## config.mk

```make
export PLATFORM = sky130hd
export DESIGN_NAME = ctrl_pipe_stage_flat
export DESIGN_NICKNAME = d
export VERILOG_FILES = /design/src/rtl/ctrl_pipe_pkg.sv /design/src/rtl/ctrl_pipe_stage_if.sv /design/src/rtl/ctrl_pipe_sat_cnt.sv /design/src/rtl/ctrl_pipe_stage.sv /design/src/flat_wrapper.sv
export SDC_FILE = /design/constraint.sdc
export NUM_CORES = 1
export LEC_CHECK = 0
export CORE_MARGIN = 5
export CORE_UTILIZATION = 49
export CTS_CLUSTER_SIZE = 30
export DETAILED_ROUTE_END_ITERATION = 16
export PLACE_DENSITY = 0.93
export SETUP_SLACK_MARGIN = 0.2
export SLEW_MARGIN = 30
export SYNTH_ARGS = -nofsm -noshare
export SYNTH_HDL_FRONTEND = slang
export SYNTH_HIERARCHICAL = 1
export SYNTH_SLANG_ARGS = --single-unit
```

## constraint.sdc

```tcl
create_clock -name clk -period 2.9 [get_ports clk]
set_input_delay 0.58 -clock clk [delete_from_list [all_inputs] [get_ports clk]]
set_output_delay 0.58 -clock clk [all_outputs]
set_load 0.02 [all_outputs]
```

## src/rtl/ctrl_pipe_pkg.sv

```systemverilog
// rtl/ctrl_pipe_pkg.sv - shared types and defaults for the control pipeline stage
// Contents:
//   ctrl_bundle_t        decoded control bundle carried per buffer entry
//   CTRL_W               width of ctrl_bundle_t
//   CTRL_PIPE_DEPTH_DEF  default entry count (2 = skid buffer)
package ctrl_pipe_pkg;

  typedef struct packed {
    logic       alu_st;
    logic       mem_st;
    logic       shift_op;
    logic [1:0] mem_op;
    logic [1:0] esc_wr;
    logic [1:0] vec_wr;
    logic [3:0] alu_op;
  } ctrl_bundle_t;

  localparam int CTRL_W              = 13;
  localparam int CTRL_PIPE_DEPTH_DEF = 2;

endpackage

```

## src/rtl/ctrl_pipe_stage_if.sv

```systemverilog
// rtl/ctrl_pipe_stage_if.sv - handshake bundle between decode, the pipe stage and its consumer
// Signals:
//   flush      discard held entries and same-cycle input
//   in_valid   upstream offers in_data
//   in_data    W-bit control bundle
//   in_ready   stage can accept
//   out_valid  head entry valid
//   out_data   head entry (zero when empty)
//   out_ready  downstream consumes head
//   count      current occupancy
// Modports: master = bench/upstream side, slave = the stage itself.
interface ctrl_pipe_stage_if
  import ctrl_pipe_pkg::*;
#(
  parameter int W     = CTRL_W,
  parameter int DEPTH = CTRL_PIPE_DEPTH_DEF
);
  localparam int CNT_W = $clog2(DEPTH + 1);

  logic             flush;
  logic             in_valid;
  logic [W-1:0]     in_data;
  logic             in_ready;
  logic             out_valid;
  logic [W-1:0]     out_data;
  logic             out_ready;
  logic [CNT_W-1:0] count;

  modport master (
    output flush, in_valid, in_data, out_ready,
    input  in_ready, out_valid, out_data, count
  );

  modport slave (
    input  flush, in_valid, in_data, out_ready,
    output in_ready, out_valid, out_data, count
  );

endinterface

```

## src/rtl/ctrl_pipe_sat_cnt.sv

```systemverilog
// rtl/ctrl_pipe_sat_cnt.sv - 16-bit saturating event counter
// Ports:
//   clk      clock
//   clear_i  synchronous clear (highest priority)
//   inc_i    count one event this cycle
//   cnt_o    current count, holds at all-ones
module ctrl_pipe_sat_cnt (
  input  logic        clk,
  input  logic        clear_i,
  input  logic        inc_i,
  output logic [15:0] cnt_o
);

  logic [15:0] cnt_q, cnt_d;

  always_comb begin
    cnt_d = cnt_q;
    if (clear_i) begin
      cnt_d = '0;
    end else if (inc_i && (cnt_q != 16'hFFFF)) begin
      cnt_d = cnt_q + 16'd1;
    end
  end

  always_ff @(posedge clk) begin
    cnt_q <= cnt_d;
  end

  assign cnt_o = cnt_q;

endmodule

```

## src/rtl/ctrl_pipe_stage.sv

```systemverilog
// rtl/ctrl_pipe_stage.sv - DEPTH-entry FIFO pipe stage for decoded control bundles
// Ports:
//   clk        clock, all state on posedge
//   reset      synchronous, active-high
//   bus        ctrl_pipe_stage_if.slave (flush, in_*, out_*, count)
//   stall_cnt  saturating count of cycles with out_valid && !out_ready
//              (only when CTRL_PIPE_PERF_EN is defined)
// Optional feature macro: CTRL_PIPE_PERF_EN
module ctrl_pipe_stage
  import ctrl_pipe_pkg::*;
#(
  parameter int W     = CTRL_W,
  parameter int DEPTH = CTRL_PIPE_DEPTH_DEF
) (
  input  logic              clk,
  input  logic              reset,
  ctrl_pipe_stage_if.slave  bus
`ifdef CTRL_PIPE_PERF_EN
  ,
  output logic [15:0]       stall_cnt
`endif
);

  localparam int CNT_W = $clog2(DEPTH + 1);
  localparam int PTR_W = (DEPTH > 1) ? $clog2(DEPTH) : 1;

  logic [W-1:0]     mem_q [DEPTH];
  logic [PTR_W-1:0] wr_ptr_q, wr_ptr_d;
  logic [PTR_W-1:0] rd_ptr_q, rd_ptr_d;
  logic [CNT_W-1:0] count_q, count_d;
  logic             in_ready;
  logic             out_valid;
  logic             push;
  logic             pop;

  // Circular pointers wrap explicitly so non-power-of-two depths work.
  function automatic logic [PTR_W-1:0] ptr_inc(input logic [PTR_W-1:0] p);
    return (p == PTR_W'(DEPTH - 1)) ? '0 : p + 1'b1;
  endfunction

  // Handshake outputs depend only on registered count and reset.
  assign in_ready  = !reset && (count_q < CNT_W'(DEPTH));
  assign out_valid = (count_q != '0);

  // in_ready already excludes reset; pop during reset is overridden below.
  assign push = bus.in_valid && in_ready && !bus.flush;
  assign pop  = out_valid && bus.out_ready;

  always_comb begin
    wr_ptr_d = wr_ptr_q;
    rd_ptr_d = rd_ptr_q;
    count_d  = count_q;
    if (reset || bus.flush) begin
      wr_ptr_d = '0;
      rd_ptr_d = '0;
      count_d  = '0;
    end else begin
      if (push) wr_ptr_d = ptr_inc(wr_ptr_q);
      if (pop)  rd_ptr_d = ptr_inc(rd_ptr_q);
      case ({push, pop})
        2'b10:   count_d = count_q + 1'b1;
        2'b01:   count_d = count_q - 1'b1;
        default: count_d = count_q;
      endcase
    end
  end

  always_ff @(posedge clk) begin
    wr_ptr_q <= wr_ptr_d;
    rd_ptr_q <= rd_ptr_d;
    count_q  <= count_d;
  end

  // Entry storage is never cleared; emptiness is handled by masking out_data.
  always_ff @(posedge clk) begin
    if (push) mem_q[wr_ptr_q] <= bus.in_data;
  end

  assign bus.in_ready  = in_ready;
  assign bus.out_valid = out_valid;
  assign bus.out_data  = out_valid ? mem_q[rd_ptr_q] : '0;
  assign bus.count     = count_q;

`ifdef CTRL_PIPE_PERF_EN
  // Counts back-pressure cycles; survives flush, cleared only by reset.
  ctrl_pipe_sat_cnt u_stall_cnt (
    .clk     (clk),
    .clear_i (reset),
    .inc_i   (out_valid && !bus.out_ready),
    .cnt_o   (stall_cnt)
  );
`endif

endmodule

```

## src/flat_wrapper.sv

```systemverilog
// flat-port wrapper written by rule: the top's interface ports become plain ports
module ctrl_pipe_stage_flat import ctrl_pipe_pkg::*;
#(
  parameter int W     = CTRL_W,
  parameter int DEPTH = CTRL_PIPE_DEPTH_DEF
)
  (clk, reset, bus_flush, bus_in_valid, bus_in_data, bus_out_ready, bus_in_ready, bus_out_valid, bus_out_data, bus_count);
  ctrl_pipe_stage_if #(.W(W), .DEPTH(DEPTH)) bus_i ();
  input  logic clk;
  input  logic reset;
  input wire logic [$bits(bus_i.flush)-1:0] bus_flush;
  input wire logic [$bits(bus_i.in_valid)-1:0] bus_in_valid;
  input wire logic [$bits(bus_i.in_data)-1:0] bus_in_data;
  input wire logic [$bits(bus_i.out_ready)-1:0] bus_out_ready;
  output wire logic [$bits(bus_i.in_ready)-1:0] bus_in_ready;
  output wire logic [$bits(bus_i.out_valid)-1:0] bus_out_valid;
  output wire logic [$bits(bus_i.out_data)-1:0] bus_out_data;
  output wire logic [$bits(bus_i.count)-1:0] bus_count;
  assign bus_i.flush = bus_flush;
  assign bus_i.in_valid = bus_in_valid;
  assign bus_i.in_data = bus_in_data;
  assign bus_i.out_ready = bus_out_ready;
  assign bus_in_ready = bus_i.in_ready;
  assign bus_out_valid = bus_i.out_valid;
  assign bus_out_data = bus_i.out_data;
  assign bus_count = bus_i.count;
  ctrl_pipe_stage #(.W(W), .DEPTH(DEPTH)) u_core (.clk(clk), .reset(reset), .bus(bus_i));
endmodule
```

==> impl_metrics.tcl <==
set metrics [dict create \
    grt_overflow 0 \
    core_area_sq_um 2410 \
    hold_violations 0 \
    fp-row-count 18 \
    dieArea_sq_um 3557 \
    setup.worst_path.end_class "output port" \
    fmax_mhz 411.1 \
    die-width_microns 59.64 \
    cts_tree "built" \
    arrival_ns 1.85 \
    power.leakage_nw 0.5458 \
    final_cells 153 \
    drv_slew 0 \
    grt_pass1_wl_mm 3.263 \
    drt_iter0_drc 23 \
    synth_cell_types 17 \
    p_per_area_nw_per_um2 477.0 \
    layout-drive-gt1-share_pct 7.317 \
    cts_htree_levels 2 \
    floorplan.initialDensity_pct 50.10 \
    drt-vias-per-instance 5.020 \
    skew_ns 0.007583 \
    drc_errors 0 \
    avgSynthCellArea_sq_um 14.72 \
    clockRootBuffer "clkbuf_4" \
    track_usage_pct 13.52 \
    antennaDiodeCount 0 \
    fill_cells 184 \
    grt_max_degree 15 \
    tns_ns 0 \
    rr_startpoint "u_core/bus.count[1]$_SDFFE_PP0P_" \
    multi_input_area_sq_um 304.0 \
    num_vias 768 \
    ios 35 \
    layout.nets 141 \
    drt_pass1_iterations 4 \
    crit_type "flop to output port" \
    layout_common_cells "clkdlybuf4s50_1 (34), edfxtp_1 (26), nor2_1 (16)" \
    routed_wl_mm 2.189 \
    post-route-period-util_pct 83.87 \
    port_buffers 34 \
    dp_hpwl_mm 1.620 \
    clock_latency_ns 0.31 \
    layout_min_cycle_time_ns 2.432 \
    worstPathRequired_ns 2.32 \
    worst_slew_pin_slew_ns 0.5975 \
    reg2reg_slack_ns 1.21 \
    syn_to_final_growth_pct 35.44 \
    holdPathStages 2 \
    synth_top_cell_by_area "edfxtp_1" \
    syn-cell-area_sq_um 1207 \
    ant_nets 0 \
    slew_headroom_pct 60.16 \
    synth.area.top_cells "edfxtp_1 (65%), mux2i_1 (11%), dfxtp_1 (8.3%)" \
    holdBufCountCts 0 \
    first_global_vias 753 \
    hp-class "flop to flop" \
    power_uw 780.1 \
    dpl.cell_count 145 \
    reg2reg_depth 5 \
    startpoint_type "flop" \
    post_drt_wl_per_cell_microns 14.31 \
    regToRegEndpoint "u_core/bus.count[1]$_SDFFE_PP0P_" \
    maxCapViolCount 0 \
    syn_nets 101 \
    setup_viol 0 \
    vdd.ir_drop.worst_mv 0.4780 \
    grt_setup_unrepaired "false" \
    clockBufferDepth 2 \
    cts.sinks 31 \
    ys_ff_latch 31 \
    routabilityCongestion 0.7713 \
    synth_cells 82 \
    worst_hold_path.endpoint "u_core/rd_ptr_q$_SDFFE_PP0P_" \
    clkTransAtPathRegs_ns 0.09 \
    worstHoldStart "u_core/rd_ptr_q$_SDFFE_PP0P_" \
    numCtsBuffers 5 \
    yosys_warnings 6 \
    synth_top_area_share_pct 64.66 \
    status "completed" \
    antenna_found_initial 0 \
    final_common_cell "clkdlybuf4s50_1" \
    die_y_microns 59.64 \
    seq_area_frac_synth_pct 72.95 \
    worst-path-max-fanout 14 \
    final-seq-area_sq_um 880.8 \
]
==> sequential cells by signal (all words and copies together) (netlist names), named ones only <==
signal / flops
u_core/mem_q: 26
u_core/bus.count: 2
u_core/rd_ptr_q: 1
u_core/wr_ptr_q: 1
==> where the power goes <==
| part | internal [mW] | switching [mW] |
|---|---|---|
| Sequential | 0.491 | 0.00323 |
| Combinational | 0.0370 | 0.0292 |
| Clock | 0.0942 | 0.125 |
| Total | 0.622 | 0.158 |
==> per-stage QoR <==
step	utilization, %	hold slack [ns]	setup slack [ns]	instance area (sq um)
global placement	65.68	0.5372	0.5289	1583
floorplan	-	0.5200	1.068	1207
CTS	67.86	0.5821	0.4335	1635
global route	67.86	0.6036	0.2783	1635
detailed placement	65.68	0.5528	0.4937	1583
finish	67.86	0.5718	0.4676	1635
==> how the worst max path moves through the flow <==
stage	start	to	slack, ns	depth (start not counted)
detailed placement	reset	bus_in_ready	0.49	3
floorplan	bus_in_valid	u_core/mem_q[0][0]$_DFFE_PP_	1.07	3
CTS	u_core/bus.count[1]$_SDFFE_PP0P_	bus_out_data[5]	0.43	3
global route	u_core/bus.count[1]$_SDFFE_PP0P_	bus_out_data[5]	0.28	3
global placement	reset	bus_in_ready	0.53	3
finish	u_core/bus.count[1]$_SDFFE_PP0P_	bus_out_data[9]	0.47	3
==> metal layers <==
metal / global-route usage (%) / wire [microns]
met5: 0 / 0
met4: 6.646 / 0
met3: 6.754 / 195
met2: 22.38 / 1143
met1: 14.06 / 851
==> critical path, cell delays in order (launching register included) <==
cell and delay, ns:
dfxtp_1 0.37, nor2_2 0.48, nor2_1 0.12, clkdlybuf4s50_1 0.56
==> synthesized netlist by cell type <==
master	number
nor2b_1	1
nand2_1	1
ha_1	1
nor2_1	17
buf_2	2
mux2i_1	13
edfxtp_1	26
dfxtp_1	5
o21ai_0	2
inv_1	2
and3_1	1
or3_1	1
a21boi_1	1
nor3_1	4
xor2_1	2
xnor2_1	2
buf_4	1
==> cell type report <==
cell class              count  share of cell area (%)
clock buffers               7                   2.754
clock inverters             1                  0.3060
inverters                   2                  0.4591
multi-input cells          46                   18.59
flip-flops and latches     31                   53.86
well taps                  30                   2.295
repair buffers             36                   21.73
==> kinds of logic after synthesis <==
| kind of cell | after synthesis | share of synthesized area [%] |
|---|---|---|
| mux | 13 | 10.78 |
| fa+ha+maj | 1 | 1.036 |
| xor+xnor | 4 | 2.902 |
| buf+inv | 5 | 2.073 |
| compound gates | 3 | 1.451 |
| simple gates | 25 | 8.809 |
| flops | 31 | 72.95 |
==> repair_timing <==
| action | in CTS | in global routing |
|---|---|---|
| setup endpoints to repair | 8 | 0 |
| resized for setup | 1 | 0 |
| setup buffers | 0 | 0 |
Power figures use the tool's default switching activity.
